`src/rtl/cpu_pkg.sv`:
```
// Shared CPU definitions for the issue stage.
//   - ALU operation codes driven on aluop
//   - opclass encodings presented by decode
//   - decode_op(): maps opclass/funct fields to an ALU op and an illegal flag
package cpu_pkg;

  localparam logic [3:0] ALU_AND = 4'b0000;
  localparam logic [3:0] ALU_OR  = 4'b0001;
  localparam logic [3:0] ALU_ADD = 4'b0010;
  localparam logic [3:0] ALU_SUB = 4'b0110;
  localparam logic [3:0] ALU_ILL = 4'b1111;

  typedef enum logic [1:0] {
    OPC_MEM    = 2'b00,
    OPC_BRANCH = 2'b01,
    OPC_ARITH  = 2'b10,
    OPC_AUIPC  = 2'b11
  } opclass_e;

  typedef struct packed {
    logic [3:0] aluop;
    logic       illegal;
  } dec_t;

  function automatic dec_t decode_op(input opclass_e   opc,
                                     input logic [2:0] funct3,
                                     input logic       funct7_30,
                                     input logic       alusrc);
    dec_t d;
    d.aluop   = ALU_ADD;
    d.illegal = 1'b0;
    case (opc)
      OPC_MEM:    d.aluop = ALU_ADD;
      OPC_BRANCH: d.aluop = ALU_SUB;
      OPC_AUIPC:  d.aluop = ALU_ADD;
      OPC_ARITH: begin
        case (funct3)
          // funct7[30] only means SUB for the register form; ADDI ignores it
          3'b000:  d.aluop = (funct7_30 && !alusrc) ? ALU_SUB : ALU_ADD;
          3'b111:  d.aluop = ALU_AND;
          3'b110:  d.aluop = ALU_OR;
          default: begin
            d.aluop   = ALU_ILL;
            d.illegal = 1'b1;
          end
        endcase
      end
      default: d.aluop = ALU_ADD;
    endcase
    return d;
  endfunction

endpackage

```
`src/rtl/fwd_mux.sv`:
```
// Operand forwarding select for one source register.
//   rs          : source register index of the held instruction
//   stored      : value captured from the register file (or last forward)
//   exmem_*     : EX/MEM producer (highest priority)
//   memwb_*     : MEM/WB producer
//   value       : resolved operand; x0 always reads as zero
module fwd_mux #(
  parameter int XLEN = 64
) (
  input  logic [4:0]      rs,
  input  logic [XLEN-1:0] stored,
  input  logic            exmem_wen,
  input  logic [4:0]      exmem_rd,
  input  logic [XLEN-1:0] exmem_data,
  input  logic            memwb_wen,
  input  logic [4:0]      memwb_rd,
  input  logic [XLEN-1:0] memwb_data,
  output logic [XLEN-1:0] value
);

  always_comb begin
    value = stored;
    if (rs == 5'd0) begin
      value = '0;
    end else if (exmem_wen && (exmem_rd == rs)) begin
      value = exmem_data;
    end else if (memwb_wen && (memwb_rd == rs)) begin
      value = memwb_data;
    end
  end

endmodule

```
`src/rtl/alu_issue.sv`:
```
// ALU issue stage: a single-entry pipeline register between decode and the
// ALU. Decodes the ALU op at capture, resolves operands through forwarding
// every cycle, and keeps stored source data refreshed while stalled so a
// producer that retires during the stall is not lost.
//   in_valid/in_ready   : decode-side handshake (in_ready = !out_valid || out_ready)
//   in_*                : instruction fields and register-file reads
//   flush               : drop the held entry and any same-cycle capture
//   exmem_*, memwb_*    : forwarding sources
//   out_valid/out_ready : ALU-side handshake
//   op1, op2, aluop     : ALU operands and operation
//   out_rd, out_regwrite, out_store_data, out_illegal : passed-through results
//   stall_cnt           : saturating count of stalled cycles
module alu_issue
  import cpu_pkg::*;
#(
  parameter int XLEN = 64,
  parameter int CNTW = 32
) (
  input  logic            clk,
  input  logic            rst,
  input  logic            in_valid,
  output logic            in_ready,
  input  logic [XLEN-1:0] in_pc,
  input  logic [XLEN-1:0] in_rs1_data,
  input  logic [XLEN-1:0] in_rs2_data,
  input  logic [XLEN-1:0] in_imm,
  input  logic [4:0]      in_rs1,
  input  logic [4:0]      in_rs2,
  input  logic [4:0]      in_rd,
  input  logic            in_alusrc,
  input  logic [1:0]      in_opclass,
  input  logic [2:0]      in_funct3,
  input  logic            in_funct7_30,
  input  logic            in_regwrite,
  input  logic            flush,
  input  logic            exmem_wen,
  input  logic            memwb_wen,
  input  logic [4:0]      exmem_rd,
  input  logic [4:0]      memwb_rd,
  input  logic [XLEN-1:0] exmem_data,
  input  logic [XLEN-1:0] memwb_data,
  output logic            out_valid,
  input  logic            out_ready,
  output logic [XLEN-1:0] op1,
  output logic [XLEN-1:0] op2,
  output logic [3:0]      aluop,
  output logic [4:0]      out_rd,
  output logic            out_regwrite,
  output logic [XLEN-1:0] out_store_data,
  output logic            out_illegal,
  output logic [CNTW-1:0] stall_cnt
);

  function automatic logic [CNTW-1:0] sat_inc(input logic [CNTW-1:0] v);
    return (&v) ? v : v + {{(CNTW-1){1'b0}}, 1'b1};
  endfunction

  logic            vld_p1;
  logic [3:0]      aluop_p1;
  logic            illegal_p1;
  logic            regwrite_p1;
  logic [4:0]      rd_p1;
  logic [4:0]      rs1_p1;
  logic [4:0]      rs2_p1;
  logic            use_pc_p1;
  logic            use_imm_p1;
  logic [XLEN-1:0] pc_p1;
  logic [XLEN-1:0] imm_p1;
  logic [XLEN-1:0] rs1_data_p1;
  logic [XLEN-1:0] rs2_data_p1;
  logic [CNTW-1:0] stall_p1;

  logic [XLEN-1:0] rs1_fwd;
  logic [XLEN-1:0] rs2_fwd;
  dec_t            dec_p0;
  logic            capture;
  logic            hold;

  assign in_ready = !vld_p1 || out_ready;
  assign capture  = in_valid && in_ready && !flush;
  assign hold     = vld_p1 && !out_ready && !flush;
  assign dec_p0   = decode_op(opclass_e'(in_opclass), in_funct3, in_funct7_30, in_alusrc);

  fwd_mux #(.XLEN(XLEN)) u_fwd_rs1 (
    .rs(rs1_p1), .stored(rs1_data_p1),
    .exmem_wen(exmem_wen), .exmem_rd(exmem_rd), .exmem_data(exmem_data),
    .memwb_wen(memwb_wen), .memwb_rd(memwb_rd), .memwb_data(memwb_data),
    .value(rs1_fwd)
  );

  fwd_mux #(.XLEN(XLEN)) u_fwd_rs2 (
    .rs(rs2_p1), .stored(rs2_data_p1),
    .exmem_wen(exmem_wen), .exmem_rd(exmem_rd), .exmem_data(exmem_data),
    .memwb_wen(memwb_wen), .memwb_rd(memwb_rd), .memwb_data(memwb_data),
    .value(rs2_fwd)
  );

  // ---- stage p0 -> p1: capture register ----
  always_ff @(posedge clk or posedge rst) begin
    if (rst) begin
      vld_p1      <= 1'b0;
      aluop_p1    <= ALU_AND;
      illegal_p1  <= 1'b0;
      regwrite_p1 <= 1'b0;
      rd_p1       <= '0;
      rs1_p1      <= '0;
      rs2_p1      <= '0;
      use_pc_p1   <= 1'b0;
      use_imm_p1  <= 1'b0;
      pc_p1       <= '0;
      imm_p1      <= '0;
      rs1_data_p1 <= '0;
      rs2_data_p1 <= '0;
      stall_p1    <= '0;
    end else begin
      if (flush) begin
        vld_p1 <= 1'b0;
      end else if (capture) begin
        vld_p1 <= 1'b1;
      end else if (out_ready) begin
        vld_p1 <= 1'b0;
      end

      if (capture) begin
        aluop_p1    <= dec_p0.aluop;
        illegal_p1  <= dec_p0.illegal;
        regwrite_p1 <= in_regwrite;
        rd_p1       <= in_rd;
        rs1_p1      <= in_rs1;
        rs2_p1      <= in_rs2;
        use_pc_p1   <= (in_opclass == OPC_AUIPC);
        // auipc always adds the immediate, whatever alusrc says
        use_imm_p1  <= in_alusrc || (in_opclass == OPC_AUIPC);
        pc_p1       <= in_pc;
        imm_p1      <= in_imm;
        rs1_data_p1 <= in_rs1_data;
        rs2_data_p1 <= in_rs2_data;
      end else if (hold) begin
        // fold any forward seen this cycle into the stored copy
        rs1_data_p1 <= rs1_fwd;
        rs2_data_p1 <= rs2_fwd;
      end

      if (vld_p1 && !out_ready) begin
        stall_p1 <= sat_inc(stall_p1);
      end
    end
  end

  // ---- stage p1: operand select ----
  assign out_valid      = vld_p1;
  assign aluop          = aluop_p1;
  assign out_illegal    = illegal_p1;
  assign out_regwrite   = regwrite_p1;
  assign out_rd         = rd_p1;
  assign op1            = use_pc_p1 ? pc_p1 : rs1_fwd;
  assign op2            = use_imm_p1 ? imm_p1 : rs2_fwd;
  assign out_store_data = rs2_fwd;
  assign stall_cnt      = stall_p1;

endmodule
```
`config.mk`:
```
export PLATFORM = sky130hd
export DESIGN_NAME = alu_issue
export DESIGN_NICKNAME = d
export VERILOG_FILES = /design/src/rtl/cpu_pkg.sv /design/src/rtl/fwd_mux.sv /design/src/rtl/alu_issue.sv
export SDC_FILE = /design/constraint.sdc
export NUM_CORES = 1
export LEC_CHECK = 0
export CORE_AREA = 4 4 252 254
export CTS_CLUSTER_SIZE = 10
export DETAILED_ROUTE_END_ITERATION = 10
export DIE_AREA = 0 0 256 258
export GPL_ROUTABILITY_DRIVEN = 0
export PLACE_DENSITY = 0.54
export SYNTH_ARGS = -nofsm -noshare
export SYNTH_HDL_FRONTEND = slang
export SYNTH_SLANG_ARGS = --single-unit
```
`constraint.sdc`:
```
create_clock -name clk -period 12.88 [get_ports clk]
set_input_delay 2.576 -clock clk [delete_from_list [all_inputs] [get_ports clk]]
set_output_delay 2.576 -clock clk [all_outputs]
set_load 0.03 [all_outputs]
```
# Word level (Yosys, flattened, before mapping)

Cells that the tools add are included.

Register bits: 312
Input port bits: 424
Output and inout port bits: 237
Word-level logic and storage cells: 70

Add/subtract/negate cells: 1
Equality and inequality tests: 9
Multiplexer cells: 20
Bitwise logic cells: 1
Reduce and logical (&&, ||, !) cells: 25

Operators with widths:

| operator              | count |
|---|---|
| $mux 64               | 12 |
| $add 32x1->32 const B | 1 |
| $reduce_and 32->1     | 1 |
| $pmux 4 s3            | 2 |
| $eq 5x5->1            | 4 |
| $logic_not 5->1       | 2 |
| $logic_and 1x1->1     | 9 |
| $eq 3x3->1 const B    | 2 |
| $mux 1                | 5 |
| $eq 2x2->1 const B    | 2 |
| $logic_not 1->1       | 4 |
| $logic_not 3->1       | 1 |
| $mux 3                | 1 |
| $reduce_bool 3->1     | 1 |
| $reduce_or 3->1       | 1 |
| $eq 2x1->1 const B    | 1 |
| $logic_not 2->1       | 1 |
| $logic_or 1x1->1      | 2 |
| $reduce_and 2->1      | 1 |
| $reduce_bool 2->1     | 1 |
| $reduce_or 2->1       | 1 |
| $not 1->1             | 1 |

# Logic depth before layout (Yosys ltp)

Gate-level depths: netlist of the first run.

Depth in word-level cells: 7
Gate-level depth with buffers: 9
Mapped depth without buffers: 6

# By module

Synthesis of the first run repeated with hierarchy kept, for this count alone.

Cells, all modules: 2197
Area total of the unflattened synthesis: 18861.8 um2

By module, submodules not included:

| module    | times used | cells an instance | area each (um2) | sequential area each (um2) |
|---|---|---|---|---|
| alu_issue | 1          | 1529              | 14365.0         | 7807.5 |
| fwd_mux   | 2          | 334               | 2248.4          | 0.0 |

# Worst setup path before layout of the first run

OpenSTA, ideal clock, no wires.

Kind: input to output
From: in exmem_rd[3]
To: out op2[54]
Data arrival time: 4.536 ns
Data required time: 10.304 ns
Slack: 5.768 ns
Stages: 7
Buffers on the path: 2
Path through: xor2_1 nor4_2 and2_1 buf_2 buf_2 a221oi_2 o31ai_1

Word-level cells in the longest chain between the ends: 5

RTL lines:

| item              | RTL line         | source |
|---|---|---|
| start, declared   | alu_issue.sv:38  | `input logic [4:0] exmem_rd,` |
| $eq 5x5->1        | fwd_mux.sv:25    | `end else if (exmem_wen && (exmem_rd == rs)) begin` |
| $logic_and 1x1->1 | fwd_mux.sv:25    |  |
| $mux 64           | fwd_mux.sv:25    |  |
| $mux 64           | fwd_mux.sv:23    | `if (rs == 5'd0) begin` |
| $mux 64           | alu_issue.sv:157 | `assign op2 = use_imm_p1 ? imm_p1 : rs2_fwd;` |
| end, declared     | alu_issue.sv:45  | `output logic [XLEN-1:0] op2,` |

Every way passes these cells.

# Worst setup path in the final report of the first run

From: in exmem_rd[4]
To: out op1[17]

Word-level cells in the longest chain between the ends: 5

RTL lines:

| item              | RTL line         | source |
|---|---|---|
| $eq 5x5->1        | fwd_mux.sv:25    |  |
| $logic_and 1x1->1 | fwd_mux.sv:25    |  |
| $mux 64           | fwd_mux.sv:25    |  |
| $mux 64           | fwd_mux.sv:23    |  |
| $mux 64           | alu_issue.sv:156 | `assign op1 = use_pc_p1 ? pc_p1 : rs1_fwd;` |
| end, declared     | alu_issue.sv:44  | `output logic [XLEN-1:0] op1,` |

Every way passes these cells.

==> results by group, run 1 <==
Logic synthesis
  • Mean cell area of the mapped netlist: around 8.5 µm²
  • Synth Warn #: 0
  • Syn_nets: ~2,500
  • Mapped Cells: roughly 2,100
  • Ys async rst share: 100%
  • Yosys cell types: 48
  • Post-synth EDFFs: 0
  • Top FF cell, synth: dfrtp_1
  • Post-synthesis sequential area ratio: 43.3%
  • Area of the mapped netlist: 18,000 µm²
  • #FFs+latches synth: around 310

Worst setup path
  • Critical Path Source: exmem_rd[4]
  • Top Family by Delay on Critical Path: simple AND/OR/NAND/NOR gates
  • WP data required: 10.30 ns
  • Crit-path max cell delay: around 0.97 ns
  • Crit path buf inv count: 2
  • R2R Path Start: out_valid$_DFFE_PP0P_
  • Worst-path maximum fanout: 64
  • Worst-path cell chain: clkdlybuf4s50_1 -> xor2_1 -> nor4_1 -> and2_4 -> a221oi_1 -> o31ai_1 -> clkdlybuf4s50_1
  • Setup crit start kind: input port
  • Crit path kind: in -> out
  • CP most frequent cell: clkdlybuf4s50_1
  • Setup crit end kind: output pin
  • Crit path DAT: roughly 6.4 ns
  • CP max-delay cell: and2_4

Detailed routing
  • Routed len/inst: 27.1 µm
  • Via density: 5.58
  • DRT iter0 DRCs: approximately 1,800
  • DRT Pass-1 Iters: 5
  • DRC Markers: 0
  • Via count: ~20,000
  • Antenna-violating nets left: 0
  • Overall routed net length: 95.4 mm

Clocking
  • Root Buffer: clkbuf_16
  • CTS tree: built
  • Worst skew pair latency: 0.55 ns
  • Post-CTS Setup Repair Bufs: 0
  • Clock Sink Count: around 310
  • Post_cts resized: 0
  • Clock Pin Slew Worst Setup and Hold Paths: around 0.050 ns
  • CTS Buf Count: 42
  • Clock Tree Buf Depth: 3
  • Htree depth: 2
  • Post-CTS Hold Buffers: 0

GRT
  • Vias in the first global route: 19,800
  • Initial antenna violation count: 50
  • Total congestion overflow: 0
  • Largest net degree at the start of global routing: 196
  • First-pass GRT wire length: 138 mm
  • GRT Total Usage: 27.4%

Timing
  • Slew Limit Fails: 0
  • Fmax: around 0.11 GHz
  • Worst Skew: 0.0150 ns
  • Final TNS setup: 0 ns
  • Final setup violation count: 0
  • Final worst-path cycle share: around 70%
  • RSZ-0062 raised after global routing: false
  • Measured slew at the worst slew-check pin: about 1.2 ns
  • Final Hold Fails: 0
  • Slew HR: 22.0%
  • Period minus WS final: 8.97 ns

Power and ir drop
  • P per Cell Area: approximately 150 nW/µm²
  • Combinational share of power: a little over 40%
  • Sequential share of power: 30.4%
  • Power share of the clock group: between 20% and 30%
  • Int Power: around 0.0025 W
  • Leakage: between 10 and 15 nW
  • Peak supply drop: about 0.096 mV
  • Sw frac: a little under two fifths
  • Net Switching: ~0.0016 W

Floorplan
  • Die width: roughly 260 µm
  • Row count: 91
  • Core ar.: between 60,000 and 70,000 µm²
  • Initial Utilization: around 30%
  • Die height: 258 µm
  • Die area: 66,000 µm²
  • Number of I/O pins: 661

Job
  • Max Cap Viol: 0

Finish
  • Nets: between 3,000 and 4,000
  • Fin util: 43.6%
  • Fin area: roughly 27,000 µm²
  • Commonest non-fill, non-tap cell in the layout: clkdlybuf4s50_1
  • Layout cell share with drive strength beyond 1: under 10%
  • Final std cells w/o fill: about 3,500
  • Area grow syn2layout: 48.0%
  • Most frequent cells in the layout: clkdlybuf4s50_1, nand2_1, dfrtp_1, o31ai_1, a22oi_1

Place
  • Port bufs: 660
  • Hpwl dp: between 60 and 70 mm
  • Dpl cells: 3,406
  • Placed Area: 25,200 µm²

Hold path
  • Worst Hold Launch: imm_p1[45]$_DFFE_PP0P_
  • Worst min-delay path category: reg -> reg

Run status
  • Outcome: finished, final reports clean
==> stage by stage <==
step | hold slack [ns] | power, W | setup slack [ns]
floorplan | 0.446 | 0.00215 | 1.67
global placement | 0.458 | 0.00290 | 3.98
detailed placement | 0.462 | 0.00291 | 3.93
CTS | 0.475 | 0.00411 | 3.92
global route | 0.486 | 0.00426 | 3.79
finish | 0.473 | 0.00409 | 3.91
==> cells by family after synthesis <==
family                   Yosys count  synth area share [%]
buffers and inverters            237                  5.09
adder cells (fa/ha/maj)            4                 0.277
flip-flops                       312                  43.3
AND/OR/NAND/NOR                  936                  23.2
XOR/XNOR                          50                  2.43
AO/OA/AOI/OAI                    575                  25.7
==> Yosys cell counts (2+ instances only) <==
master | n | share of area [%]
nand2_1 | 600 | 12
dfrtp_1 | 312 | 43
o31ai_1 | 162 | 6.7
clkbuf_1 | 152 | 3.2
a22oi_1 | 128 | 5.3
nor2_1 | 97 | 2.0
o21ai_1 | 95 | 2.6
and2_1 | 72 | 2.5
a221oi_1 | 71 | 3.4
inv_1 | 54 | 1.1
and3_1 | 49 | 1.7
nand3b_1 | 47 | 2.0
o311ai_2 | 43 | 3.9
a21boi_0 | 40 | 1.7
xor2_1 | 30 | 1.5
nor3_1 | 28 | 0.78
xnor2_1 | 20 | 0.97
buf_1 | 14 | 0.29
buf_2 | 14 | 0.39
a221oi_2 | 10 | 0.83
nand4_1 | 10 | 0.35
nand3_1 | 9 | 0.25
a21boi_1 | 7 | 0.29
o21ai_0 | 6 | 0.17
and4_1 | 5 | 0.24
ha_1 | 4 | 0.28
o311ai_1 | 4 | 0.19
buf_4 | 3 | 0.12
o41ai_1 | 3 | 0.15
a31oi_1 | 2 | 0.069
nand2b_1 | 2 | 0.069
nor3_2 | 2 | 0.11
nor4_1 | 2 | 0.069
nor4_2 | 2 | 0.14
or2_1 | 2 | 0.069
==> routing by layer <==
layer | GRT usage (%) | share of wire, % | vias up
li1 | - | - | 8679
met1 | 34.4 | 40 | 9718
met2 | 43.9 | 47 | 1012
met3 | 8.38 | 9.5 | 182
met4 | 11.8 | 3.3 | 26
met5 | 0 | 0.17 | -
==> state kept, by name (all words and copies together), names as in the netlist, 4 cells and up <==
signal       flops
rs2_p1           5
aluop            4
imm_p1          64
pc_p1           64
rs1_data_p1     64
stall_cnt       32
rs2_data_p1     64
out_rd           5
rs1_p1           5
==> power by group through the flow <==
| stage | sequential, W | combinational, W | clock, W |
|---|---|---|---|
| global placement | 0.00125 | 0.00165 | 0 |
| CTS | 0.00124 | 0.00167 | 0.00121 |
| global route | 0.00126 | 0.00175 | 0.00125 |
| detailed placement | 0.00125 | 0.00166 | 0 |
| floorplan | 0.00124 | 0.000910 | 0 |
| finish | 0.00124 | 0.00166 | 0.00119 |
==> final timing paths <==
kind / depth (start not counted) / end / slack, ns
hold / removal: 2 / imm_p1[45]$_DFFE_PP0P_ / 0.47
max in group asynchronous: 4 / imm_p1[27]$_DFFE_PP0P_ / 8.36
setup reg to reg: 8 / pc_p1[14]$_DFFE_PP0P_ / 9.60
min in group asynchronous: 2 / stall_cnt[29]$_DFFE_PP0P_ / 2.46
hold reg to reg: 2 / imm_p1[45]$_DFFE_PP0P_ / 0.47
setup / recovery: 7 / op1[17] / 3.91
==> area by class of cell <==
cell class / instances / area (µm²)
fillers: 6084 / 34600
multi-input cells: 1565 / 9410
flip-flops and latches: 312 / 7820
repair buffers: 685 / 6810
clock buffers: 66 / 1280
well taps: 790 / 988
inverters: 54 / 210
clock inverters: 8 / 93.8
diodes: 37 / 92.6
==> worst min-delay path, cell delays in order, from the launching register on <==
cell     delay, ns
dfrtp_1       0.34
nand2_1       0.05
nand2_1       0.06
Note: power is estimated with default switching activity, not from simulation.
==> run 2: changes to the inputs <==
--- a/config.mk
+++ b/config.mk
@@ -5,12 +5,12 @@
 export SDC_FILE = /design/constraint.sdc
 export NUM_CORES = 1
 export LEC_CHECK = 0
-export CORE_AREA = 4 4 252 254
+export CORE_AREA = 4 4 256 258
 export CTS_CLUSTER_SIZE = 10
 export DETAILED_ROUTE_END_ITERATION = 10
-export DIE_AREA = 0 0 256 258
+export DIE_AREA = 0 0 260 262
 export GPL_ROUTABILITY_DRIVEN = 0
-export PLACE_DENSITY = 0.54
+export PLACE_DENSITY = 0.55
 export SYNTH_ARGS = -nofsm -noshare
 export SYNTH_HDL_FRONTEND = slang
 export SYNTH_SLANG_ARGS = --single-unit
==> constraint.sdc (replaced) <==
create_clock -name clk -period 8.05 [get_ports clk]
set_input_delay 1.61 -clock clk [delete_from_list [all_inputs] [get_ports clk]]
set_output_delay 1.61 -clock clk [all_outputs]
set_load 0.03 [all_outputs]
==> run 2 against run 1 <==
Sequential power increased by 60%. Cell area increased by 0.47%. Largest power group unchanged. Power up 60%. Flip-flop and latch count did not move. Clock power increased by 59%. Count of clock-buffer cells in the layout rose by 3. Global-route usage is 0.94 points lower. Wire length fell by 0.60%. Critical endpoint is now op1[39]. Die area increased by 3.1%. First-iteration DRC count down 9.1%.
==> results by group, run 2 (synthesized netlist as in run 1, its figures left out) <==
Timing
  • Period minus WS final: roughly 6.7 ns
  • Measured slew at the worst slew-check pin: 1.13 ns (-0.0415 ns)
  • RSZ-0062 raised after global routing: false
  • Final setup violation count: 0 (unchanged)
  • Final worst-path cycle share: approximately 83%
  • Fmax: 0.149 GHz
  • Worst Skew: 0.0135 ns (-0.00149 ns)
  • Final TNS setup: 0 ns (unchanged)
  • Slew Limit Fails: 0 (unchanged)
  • Final Hold Fails: 0 (unchanged)
  • Final worst setup slack: 1.34 ns (-2.57 ns)
  • Slew HR: 24.8% (+2.8 points)

Finish
  • Commonest non-fill, non-tap cell in the layout: clkdlybuf4s50_1
  • Area grow syn2layout: 48.7%
  • Multi-input gate area: 9410 µm² (unchanged)
  • Fill cells: 6,262 (+2.9%)
  • Most frequent cells in the layout: clkdlybuf4s50_1, nand2_1, dfrtp_1, o31ai_1, a22oi_1
  • Storage element area: 7820 µm² (unchanged)
  • Fin area: 26,800 µm² (+0.47%)
  • Layout cell share with drive strength beyond 1: 6.53% (+0.17 points)
  • Nets: 3,092 (+0.13%)

Place
  • Hpwl dp: 64.3 mm (-0.80%)
  • Place WS: 1.30 ns (-2.62 ns)
  • Placed Area: 25,400 µm² (+0.63%)
  • Port bufs: 660 (unchanged)

Floorplan
  • Die height: 262 µm (+1.6%)
  • Row count: 92 (+1.1%)
  • Initial Utilization: 28.7% (-0.80 points)
  • Core ar.: 63,000 µm² (+2.8%)
  • Number of I/O pins: 661 (unchanged)
  • Die width: 260 µm (+1.6%)
  • Die area: 68,100 µm² (+3.1%)

GRT
  • Initial antenna violation count: 38 (-24%)
  • First-pass GRT wire length: 136 mm (-1.5%)
  • Vias in the first global route: 20,100 (+1.2%)
  • Total congestion overflow: 0 (unchanged)
  • Largest net degree at the start of global routing: 163 (-17%)
  • GRT Total Usage: 26.5% (-0.94 points)

Hold path
  • Hold Crit Endpoint: imm_p1[33]$_DFFE_PP0P_
  • Worst min-delay path category: reg -> reg
  • Worst Hold Launch: imm_p1[33]$_DFFE_PP0P_
  • Hold Crit Depth: 2 (unchanged)

Worst setup path
  • Worst-path maximum fanout: 28 (-56%)
  • R2r worst-path depth: 8 (unchanged)
  • WP data required: 6.44 ns (-3.86 ns)
  • Setup crit end kind: output pin
  • Setup crit start kind: input port
  • Crit path DAT: 5.10 ns (-1.29 ns)
  • RR Endpoint: imm_p1[28]$_DFFE_PP0P_
  • R2R Path Start: out_valid$_DFFE_PP0P_
  • Crit path kind: in -> out
  • R2R setup slack: 4.68 ns (-4.92 ns)

Clocking
  • CTS Buf Count: 42 (unchanged)
  • Clock Pin Slew Worst Setup and Hold Paths: 0.06 ns (about the same)
  • Clock Sink Count: 312 (unchanged)
  • CTS tree: built
  • Root Buffer: clkbuf_16
  • Clock Tree Buf Depth: 3 (unchanged)
  • Post_cts resized: 0 (unchanged)
  • Htree depth: 2 (unchanged)
  • Post-CTS Hold Buffers: 0 (unchanged)
  • Post-CTS Setup Repair Bufs: 0 (unchanged)
  • Worst skew pair latency: 0.56 ns (about the same)

Detailed routing
  • DRT iter0 DRCs: 1,678 (-9.1%)
  • Overall routed net length: 94.8 mm (-0.60%)
  • Via density: 5.50 (-1.4%)
  • Via count: 19,600 (+0.010%)
  • DRC Markers: 0 (unchanged)
  • DRT Pass-1 Iters: 5 (unchanged)
  • Routed len/inst: 26.6 µm (-2.0%)
  • Antenna-violating nets left: 0 (unchanged)

Power and ir drop
  • P per Cell Area: 244 nW/µm² (+59%)
  • Peak supply drop: 0.145 mV (+51%)
  • Leakage: 11.4 nW (+0.24%)
  • Power Total: 0.00654 W (+60%)

Run status
  • Outcome: finished, final reports clean

Job
  • Max Cap Viol: 0 (unchanged)
==> run 2: changes by cell type in the layout (fill, tap and decap cells not counted), sizes merged <==
cell      previous run  this run
clkinv               5         6
bufinv               2         0
clkinvlp             0         2
diode               37        25
buf                 26        30
inv                 55        53
clkbuf              66        69
==> run 2: worst max-delay path, stage by stage <==
cell and delay (ns):
clkdlybuf4s50_1 0.48, xor2_1 0.19, nor3_1 0.28, nand4_1 0.70, buf_4 0.57, a221oi_1 0.43, o31ai_1 0.16, clkdlybuf4s50_1 0.64
==> run 2: worst max-delay path by stage <==
| stage | startpoint | end | slack (ns) | cells after the start |
|---|---|---|---|---|
| floorplan | rst | aluop[0]$_DFFE_PP0P_ | 2.29 | 1 |
| global placement | memwb_rd[3] | op1[33] | 1.33 | 8 |
| detailed placement | memwb_rd[3] | op1[49] | 1.30 | 8 |
| CTS | memwb_rd[3] | op1[49] | 1.31 | 8 |
| global route | memwb_rd[3] | op1[39] | 1.13 | 8 |
| finish | memwb_rd[2] | op1[39] | 1.34 | 8 |
==> run 2: layout make-up <==
cell class | instances | area share, %
repair buffers | 689 | 25.7
clock buffers | 69 | 4.98
clock inverters | 7 | 0.140
multi-input cells | 1565 | 35.1
diodes | 25 | 0.233
well taps | 846 | 3.95
flip-flops and latches | 312 | 29.1
inverters | 54 | 0.770
==> run 2: metrics by stage <==
step                      utilization [%]  cells  hold WS (ns)
final                                42.6   3567         0.474
after global routing                 42.6   3562         0.486
after floorplan                         -   2114         0.446
after detailed placement             40.3   3466         0.462
after global placement               40.3   3466         0.457
after CTS                            42.5   3542         0.476
==> run 2: power by group <==
part           switching, W  total (W)  internal, W
logic               0.00158    0.00266      0.00108
clock network      0.000766    0.00189      0.00113
registers          0.000177    0.00199      0.00182
total               0.00252    0.00654      0.00402
==> run 2: per-layer routing <==
layer  routed length [µm]  GRT usage, %
met3                 8480          7.30
met5                  142             0
met4                 3780          11.7
met1                38000          33.2
met2                44400          42.9
